--- config.mk ---
export PLATFORM = sky130hd
export DESIGN_NAME = forward_dense
export DESIGN_NICKNAME = d
export VERILOG_FILES = /design/src/rtl/nn_pkg.sv /design/src/rtl/dense_sat_act.sv /design/src/rtl/forward_dense.sv
export SDC_FILE = /design/constraint.sdc
export NUM_CORES = 2
export LEC_CHECK = 0
export CAP_MARGIN = 20
export CORE_ASPECT_RATIO = 0.6
export CORE_MARGIN = 4
export CORE_UTILIZATION = 30
export CTS_BUF_LIST = sky130_fd_sc_hd__clkbuf_4 sky130_fd_sc_hd__clkbuf_8 sky130_fd_sc_hd__clkbuf_16
export DETAILED_ROUTE_END_ITERATION = 8
export PLACE_DENSITY = 0.52
export SLEW_MARGIN = 30
export SYNTH_ARGS = -nofsm -noshare
export SYNTH_HDL_FRONTEND = slang
export SYNTH_SLANG_ARGS = --single-unit
--- constraint.sdc ---
create_clock -name clk -period 26.7 [get_ports clk]
set_clock_uncertainty 0.15 [all_clocks]
set_input_delay 8.01 -clock clk [delete_from_list [all_inputs] [get_ports clk]]
set_output_delay 8.01 -clock clk [all_outputs]
set_load 0.05 [all_outputs]
--- src/rtl/nn_pkg.sv ---
// Shared dense-layer definitions: activation select codes, default Q format, FSM states.
// Also used by the backward-pass blocks, so keep encodings stable.
package nn_pkg;

  localparam int DEFAULT_FRAC_BITS = 8;

  localparam logic [3:0] DENSE_LINEAR = 4'd0;
  localparam logic [3:0] DENSE_RELU   = 4'd1;

  typedef enum logic [1:0] {
    ST_IDLE = 2'd0,
    ST_MAC  = 2'd1,
    ST_FIN  = 2'd2,
    ST_DONE = 2'd3
  } dense_state_t;

endpackage

--- src/rtl/dense_sat_act.sv ---
// Combinational neuron tail: acc >>> frac_bits, add bias, saturate to data_size, activation.
// Zero latency; no handshake.
module dense_sat_act
  import nn_pkg::*;
#(
  parameter int acc_w           = 35,
  parameter int data_size       = 16,
  parameter int frac_bits       = DEFAULT_FRAC_BITS,
  parameter int dense_type_size = 4
) (
  input  logic signed [acc_w-1:0]           acc,
  input  logic signed [data_size-1:0]       bias,
  input  logic        [dense_type_size-1:0] dense_type,
  output logic signed [data_size-1:0]       z_elem,
  output logic signed [data_size-1:0]       pv_elem
);

  localparam int TW = acc_w + 1;

  logic signed [acc_w-1:0]       shifted;
  logic signed [TW-1:0]          sum;
  logic        [TW-data_size:0]  hi_bits;
  logic                          is_relu;

  assign shifted = acc >>> frac_bits;
  assign sum     = {shifted[acc_w-1], shifted} + {{(TW-data_size){bias[data_size-1]}}, bias};
  // Sum fits in data_size bits exactly when everything above the result sign bit agrees.
  assign hi_bits = sum[TW-1:data_size-1];
  assign is_relu = (dense_type == dense_type_size'(DENSE_RELU));

  always_comb begin
    z_elem = sum[data_size-1:0];
    if (!((&hi_bits) || (~|hi_bits))) begin
      z_elem = sum[TW-1] ? {1'b1, {(data_size-1){1'b0}}} : {1'b0, {(data_size-1){1'b1}}};
    end
    pv_elem = (is_relu && z_elem[data_size-1]) ? '0 : z_elem;
  end

endmodule

--- src/rtl/forward_dense.sv ---
// Dense layer forward pass z = W*x + b, pv = act(z); one MAC per cycle, size*(size+1) cycles.
// in_ready only in IDLE; results held with out_valid until out_ready.
module forward_dense
  import nn_pkg::*;
#(
  parameter int size            = 3,
  parameter int data_size       = 16,
  parameter int frac_bits       = DEFAULT_FRAC_BITS,
  parameter int dense_type_size = 4
) (
  input  logic                              clk,
  input  logic                              rst_n,
  input  logic                              in_valid,
  output logic                              in_ready,
  input  logic [size*size*data_size-1:0]    weight,
  input  logic [size*data_size-1:0]         bias,
  input  logic [size*data_size-1:0]         x,
  input  logic [dense_type_size-1:0]        dense_type,
  output logic                              out_valid,
  input  logic                              out_ready,
  output logic [size*data_size-1:0]         z,
  output logic [size*data_size-1:0]         predict_value
);

  localparam int ACC_W = 2*data_size + $clog2(size) + 1;
  localparam int CNT_W = (size > 1) ? $clog2(size) : 1;
  localparam logic [CNT_W-1:0] LAST = CNT_W'(size - 1);

  dense_state_t state;

  logic [size*size*data_size-1:0] weight_q;
  logic [size*data_size-1:0]      bias_q;
  logic [size*data_size-1:0]      x_q;
  logic [dense_type_size-1:0]     type_q;
  logic [CNT_W-1:0]               i_cnt;
  logic [CNT_W-1:0]               j_cnt;
  logic signed [ACC_W-1:0]        acc;

  logic signed [data_size-1:0]    w_sel;
  logic signed [data_size-1:0]    x_sel;
  logic signed [data_size-1:0]    b_sel;
  logic signed [2*data_size-1:0]  prod;
  logic signed [data_size-1:0]    z_elem;
  logic signed [data_size-1:0]    pv_elem;

  // Constant-index operand muxes keep every part-select static.
  always_comb begin
    w_sel = '0;
    x_sel = '0;
    b_sel = '0;
    for (int ii = 0; ii < size; ii++) begin
      if (CNT_W'(ii) == i_cnt) b_sel = bias_q[ii*data_size +: data_size];
      if (CNT_W'(ii) == j_cnt) x_sel = x_q[ii*data_size +: data_size];
      for (int jj = 0; jj < size; jj++) begin
        if (CNT_W'(ii) == i_cnt && CNT_W'(jj) == j_cnt)
          w_sel = weight_q[(ii*size+jj)*data_size +: data_size];
      end
    end
  end

  assign prod = w_sel * x_sel;

  dense_sat_act #(
    .acc_w          (ACC_W),
    .data_size      (data_size),
    .frac_bits      (frac_bits),
    .dense_type_size(dense_type_size)
  ) u_sat_act (
    .acc       (acc),
    .bias      (b_sel),
    .dense_type(type_q),
    .z_elem    (z_elem),
    .pv_elem   (pv_elem)
  );

  always_ff @(posedge clk or negedge rst_n) begin
    if (!rst_n) begin
      state         <= ST_IDLE;
      in_ready      <= 1'b1;
      out_valid     <= 1'b0;
      z             <= '0;
      predict_value <= '0;
      weight_q      <= '0;
      bias_q        <= '0;
      x_q           <= '0;
      type_q        <= '0;
      i_cnt         <= '0;
      j_cnt         <= '0;
      acc           <= '0;
    end else begin
      case (state)
        ST_IDLE: begin
          if (in_valid && in_ready) begin
            weight_q <= weight;
            bias_q   <= bias;
            x_q      <= x;
            type_q   <= dense_type;
            i_cnt    <= '0;
            j_cnt    <= '0;
            acc      <= '0;
            in_ready <= 1'b0;
            state    <= ST_MAC;
          end
        end
        ST_MAC: begin
          acc <= acc + {{(ACC_W-2*data_size){prod[2*data_size-1]}}, prod};
          if (j_cnt == LAST) state <= ST_FIN;
          else               j_cnt <= j_cnt + 1'b1;
        end
        ST_FIN: begin
          for (int ii = 0; ii < size; ii++) begin
            if (CNT_W'(ii) == i_cnt) begin
              z[ii*data_size +: data_size]             <= z_elem;
              predict_value[ii*data_size +: data_size] <= pv_elem;
            end
          end
          if (i_cnt == LAST) begin
            out_valid <= 1'b1;
            state     <= ST_DONE;
          end else begin
            i_cnt <= i_cnt + 1'b1;
            j_cnt <= '0;
            acc   <= '0;
            state <= ST_MAC;
          end
        end
        ST_DONE: begin
          if (out_ready) begin
            out_valid <= 1'b0;
            in_ready  <= 1'b1;
            state     <= ST_IDLE;
          end
        end
        default: state <= ST_IDLE;
      endcase
    end
  end

endmodule
==> Word level (Yosys, flattened, before mapping) <==
Cells that the tools add are included.
{ "totals": {"regBits": 383, "latchBits": 0, "ram_bits": 0, "romBits": 0, "inputBits": 248, "out_inout_bits": 98, "word_cells": 107, "mem_count": 0} }
{ "classes": {"addsub": 4, "n_mul": 1, "n_div": 0, "magnitude_cmp": 0, "eq_ne": 16, "shift": 0, "muxes": 38, "n_bitwise": 0, "reduce_logical": 32} }
{ "op_table": {"columns": ["cell", "n"], "rows": [
  ["$mux W16", 18],
  ["$pmux W35 S3", 1],
  ["$mux W35", 2],
  ["$add A35 B35 Y35", 1],
  ["$mul A16 B16 Y32", 1],
  ["$add A27 B16 Y28", 1],
  ["$reduce_and A21 Y1", 1],
  ["$reduce_or A21 Y1", 1],
  ["$mux W2", 8],
  ["$reduce_and A3 Y1", 5],
  ["$ne A2 B2 Y1 const B", 6],
  ["$logic_and A1 B1 Y1", 11],
  ["$eq A2 B2 Y1 const B", 4],
  ["$pmux W2 S4", 1],
  ["$reduce_and A2 Y1", 4],
  ["$logic_not A2 Y1", 3],
  ["$pmux W2 S3", 1],
  ["$reduce_bool A2 Y1", 3],
  ["$add A2 B1 Y2 const B", 2],
  ["$eq A1 B2 Y1 const A", 2],
  ["$eq A2 B2 Y1 const A", 2],
  ["$eq A4 B1 Y1 const B", 1],
  ["$mux W1", 4],
  ["$pmux W1 S2", 2],
  ["other kinds (6)", 6]
]} }

==> Logic depth before layout (Yosys ltp) <==
{ "depth": {"ltp_word": 14, "depth_mapped": 51, "mapped_depth_nobuf": 47} }

==> By module <==
From an unflattened synthesis, not the netlist that was laid out.
{ "hier_totals": {"cells_unflattened": 2903, "hier_area_um2": 29524.6} }
{ "modules_own_cells": {"columns": ["module", "instances", "cells_each", "area_per_inst_um2", "seq_area_each_um2"], "rows": [
  ["forward_dense", 1, 2617, 27553.9, 9585.4],
  ["dense_sat_act", 1, 286, 1970.6, 0.0]
]} }

==> Worst setup path before layout <==
OpenSTA, ideal clock, no wires.
{ "synth_path": {"path_kind": "register -> register", "start": "register j_cnt[0]", "end": "register acc[34]", "setup_ns": 0.125, "arrival_time_ns": 10.057, "required_ns": 26.425, "slack_ns": 16.367, "stages_incl_launch_ff": 47, "n_path_buf": 3, "period_less_slack_ns": 10.333, "path_cell_list": "dfrtp_1 -> inv_1 -> ha_1 -> clkbuf_1 -> and2_1 -> clkbuf_1 -> clkbuf_1 -> nand3_1 -> a311oi_1 -> a21oi_1 -> a211oi_1 -> a21oi_1 -> a211oi_1 -> a21oi_1 -> o21ai_1 -> nand2_1 -> fa_1 -> fa_1 -> (+11 left out) -> a2111oi_0 -> o21a_1 -> nor2_1 -> nor2b_1 -> o21ai_0 -> a21boi_0 -> nor2_1 -> ha_1 -> a2111oi_0 -> o221ai_1 -> a31oi_1 -> nand4_1 -> a31oi_1 -> o31ai_1 -> a211oi_1 -> xor2_1 -> nand2b_1 -> mux2i_1"} }
{ "synth_between": {"elab_chain_len": 14, "word_cells_on_any_way": 27, "classes_between": "1 x add/sub; 1 x mul; 2 x eq/ne; 13 x mux; 10 x reduce/logical"} }
{ "synth_rtl": {"columns": ["element", "line", "rtl"], "rows": [
  ["start: declaration", "forward_dense.sv:36", "logic [CNT_W-1:0] j_cnt;"],
  ["start signal: assignment", "forward_dense.sv:108", "else j_cnt <= j_cnt + 1'b1;"],
  ["$logic_not A2 Y1", "forward_dense.sv:53, forward_dense.sv:55", null],
  ["$logic_and A1 B1 Y1", "forward_dense.sv:55", "if (CNT_W'(ii) == i_cnt && CNT_W'(jj) == j_cnt)"],
  ["$mux W16 (9 in series)", "forward_dense.sv:55", null],
  ["$mul A16 B16 Y32 (*)", "forward_dense.sv:61", "assign prod = w_sel * x_sel;"],
  ["$add A35 B35 Y35 (*)", "forward_dense.sv:106", "acc <= acc + {{(ACC_W-2*data_size){prod[2*data_size-1]}}, prod};"],
  ["$pmux W35 S3 (*)", "forward_dense.sv:91", "case (state)"],
  ["end signal: assignment", "forward_dense.sv:106", null],
  ["end: declaration", "forward_dense.sv:37", "logic signed [ACC_W-1:0] acc;"]
]} }
Every way passes the cells marked *; elsewhere a longest branch is shown, timed or not.
A chain may end at the register's enable or synchronous reset.

==> Worst setup path in the final report <==
{ "layout_path": {"start": "register i_cnt[0]", "end": "register acc[34]"} }
{ "layout_between": {"elab_chain_len": 14, "word_cells_on_any_way": 27, "classes_between": "1 x add/sub; 1 x mul; 4 x eq/ne; 10 x mux; 11 x reduce/logical"} }
{ "layout_rtl": {"columns": ["element", "line", "rtl"], "rows": [
  ["start: declaration", "forward_dense.sv:35", "logic [CNT_W-1:0] i_cnt;"],
  ["start signal: assignment", "forward_dense.sv:121", "i_cnt <= i_cnt + 1'b1;"],
  ["$logic_not A2 Y1", "forward_dense.sv:55", null],
  ["$logic_and A1 B1 Y1", "forward_dense.sv:55", null],
  ["$mux W16 (9 in series)", "forward_dense.sv:55", null],
  ["$mul A16 B16 Y32", "forward_dense.sv:61", null],
  ["$add A35 B35 Y35", "forward_dense.sv:106", null],
  ["$pmux W35 S3", "forward_dense.sv:91", null]
]} }
Several ways; a longest one is shown, not always the timed one.

==> impl_metrics.yaml <==
place:
  routabilityCongestion: 0.908
  io_buffer_count: 345
  dp_hpwl_um: 74300
yosys:
  synth_seq_cells: 383
  yosysMostFrequentCell: "dfrtp_1"
  synthesis.area_um2: 29500
  synth_area_leader_cell: "dfrtp_1"
  synth_top_cell_area_share_pct: 32.4
  syn_inst: 2928
  synthDistinctLibCells: 86
  ys_top_cells_by_area: "dfrtp_1, fa_1, mux2_2"
  netlist_top_cells_count: "dfrtp_1, inv_1, nor2_1"
  avgSynthCellArea_um2: 10.1
  ys_warn_count: 0
  synth-edff-count: 0
  syn_nets: 3591
  ys_async_sr_fraction_pct: 100
  synth_flop_cell: "dfrtp_1"
  seq_area_frac_synth_pct: 32.5
hold_path:
  min_to: "predict_value[15]$_DFFE_PN0P_"
  worstHoldPathCells: 2
  worstHoldStart: "predict_value[15]$_DFFE_PN0P_"
  min_path_type: "register to register"
flow_run:
  max_cap_viol_count: 0
layout:
  multi_input_area_um2: 18200
  antenna_cells: 0
  nFillCells: 9720
  finish.net_count: 3879
  final_util_pct: 37.1
  syn2layout_area_growth_pct: 21.9
  drive_gt1_share_pct: 13.3
  layout.area.seq_um2: 9590
cts:
  root_buffer: "clkbuf_16"
  post-cts-setup-buffers: 0
  h-tree-depth: 2
  cts_buffers: 41
  postCtsResizedCells: 0
  cts_tree: "yes"
  clockBufferDepth: 3
  clock_sinks: 383
  clk_latency_ns: 0.60
  holdBufCountCts: 0
  clk_pin_slew_ns: 0.07
drt:
  drt_iter0_drc: 2059
  drc: 0
  wl_um: 94500
  routedWlPerCell_um: 20.7
  final_antenna_net_count: 0
  drtPass1Iterations: 5
  vias: 22700
  routed_via_density: 4.98
global_route:
  grt_use_met2_pct: 25.4
  grt_pass1_wl_um: 144000
  grt_max_degree: 182
  track_usage_pct: 18.0
  grt_pass1_vias: 22600
  gr-usage-met1_pct: 28.4
  busiest_layer: "met1"
  grt_use_met3_pct: 3.91
  antenna_found_initial: 2
  grt.overflow.total: 0
die:
  rows: 88
  die_w_um: 413
  ios: 346
  die_y_um: 251
  initial_utilization_pct: 30.5
  core_um2: 96900
  dieArea_um2: 104000
worst_setup_path:
  path_buf_inv: 4
  cp_common_cell: "fa_1"
  crit_path_end_kind: "register"
  path_delay_family: "compound AO/OA/AOI/OAI gates"
  worst-setup-path-type: "register to register"
  reg2reg_from: "i_cnt[0]$_DFFE_PN0P_"
  ff2ff_path_depth: 42
  worst_path_max_delay_cell: "o21ai_1"
  cp_max_fo: 32
  required_ns: 27.03
  r2r_end: "acc[34]$_DFFE_PN0P_"
  cp.arrival_ns: 12.42
  r2r_slack_ns: 14.61
  slowest_delay_ns: 0.71
  critPathLaunchType: "register"
timing:
  hold_violations: 0
  slew-limit-headroom_pct: 36.1
  setup_violations: 0
  fmax_mhz: 82.7
  worst_slew_pin_slew_ns: 0.952
  tns_ns: 0
  final.period_utilization_pct: 45.3
  finalMaxSlewViolations: 0
  holdWs_ns: 0.323
  fin_crit_ns: 12.09
  grt_setup_unrepaired: "no"
run_status:
  status: "complete, no violations"
[routing by layer]
metal | up-vias | part of all wire, %
met2 | 607 | 42
met3 | 73 | 6.9
met5 | - | 0.014
li1 | 10500 | -
met4 | 2 | 1.1
met1 | 11500 | 50
[sequential cells by signal, indices dropped and copies added, names as in the netlist]
signal / count
x_q: 48
predict_value: 48
acc: 35
z: 48
bias_q: 48
state: 2
out_valid: 1
i_cnt: 2
in_ready: 1
type_q: 4
j_cnt: 2
weight_q: 144
[kinds of logic after synthesis]
kind of cell / Yosys count / share of synthesized area (%)
muxes: 249 / 9.48
AOI/OAI and AO/OA: 597 / 13.9
xor gates and xnor gates: 80 / 2.40
buffers and inverters: 471 / 6.25
and+or+nand+nor: 733 / 11.2
adders and majority gates: 415 / 24.3
DFF: 383 / 32.5
[worst min-delay path: cells and delay by family, from the launching register on]
kind               cells  cell delay, ns
AOI/OAI and AO/OA      1            0.06
and+or+nand+nor        1            0.04
DFF                    1            0.34
[through the flow]
step                      instances  worst slack (ns)  cell area [µm²]
after floorplan                2928             16.37            29500
after detailed placement       4475             14.41            34400
after global placement         4475             14.58            34300
final                          4554             14.61            36000
after global routing           4554             13.58            36000
after CTS                      4551             14.36            35900
[area by class of cell]
cell class	instances	area share, %
Multi-Input combinational cell	2074	50.6
Inverter	329	3.43
Sequential cell	383	26.6
Clock inverter	20	0.761
Tap cell	1305	4.54
Clock buffer	56	3.34
Timing Repair Buffer	387	10.7
[worst max-delay path by stage]
stage                    startpoint                  end  slack [ns]  cells past startpoint
3_5_place_dp   i_cnt[0]$_DFFE_PN0P_  acc[34]$_DFFE_PN0P_       14.41                     42
2_1_floorplan  j_cnt[0]$_DFFE_PN0P_  acc[34]$_DFFE_PN0P_       16.37                     46
3_3_place_gp   i_cnt[0]$_DFFE_PN0P_  acc[34]$_DFFE_PN0P_       14.58                     42
6_report       i_cnt[0]$_DFFE_PN0P_  acc[34]$_DFFE_PN0P_       14.61                     42
5_1_grt        j_cnt[1]$_DFFE_PN0P_  acc[34]$_DFFE_PN0P_       13.58                     44
4_1_cts        i_cnt[0]$_DFFE_PN0P_  acc[34]$_DFFE_PN0P_       14.36                     42
[cells in the final DEF (no fill, tap or decap), types with 16 or more instances in the layout]
cell type	instances
a211oi_1	53
a21o_1	40
a21oi_1	136
a221o_1	72
a22oi_1	17
a311oi_1	18
and2_1	16
buf_4	36
clkbuf_16	41
clkdlybuf4s50_1	344
dfrtp_1	382
fa_1	264
ha_1	149
inv_1	329
mux2_2	246
nand2_1	255
nand2b_1	18
nand3_1	46
nor2_1	274
nor3_1	24
o21a_1	39
o21ai_0	100
o21ai_1	22
or2_2	20
xnor2_1	50
xor2_1	24
Power is left out: the tool's default activity adds up to more than one toggle a clock period on the data nets, which glitch-free logic cannot reach.
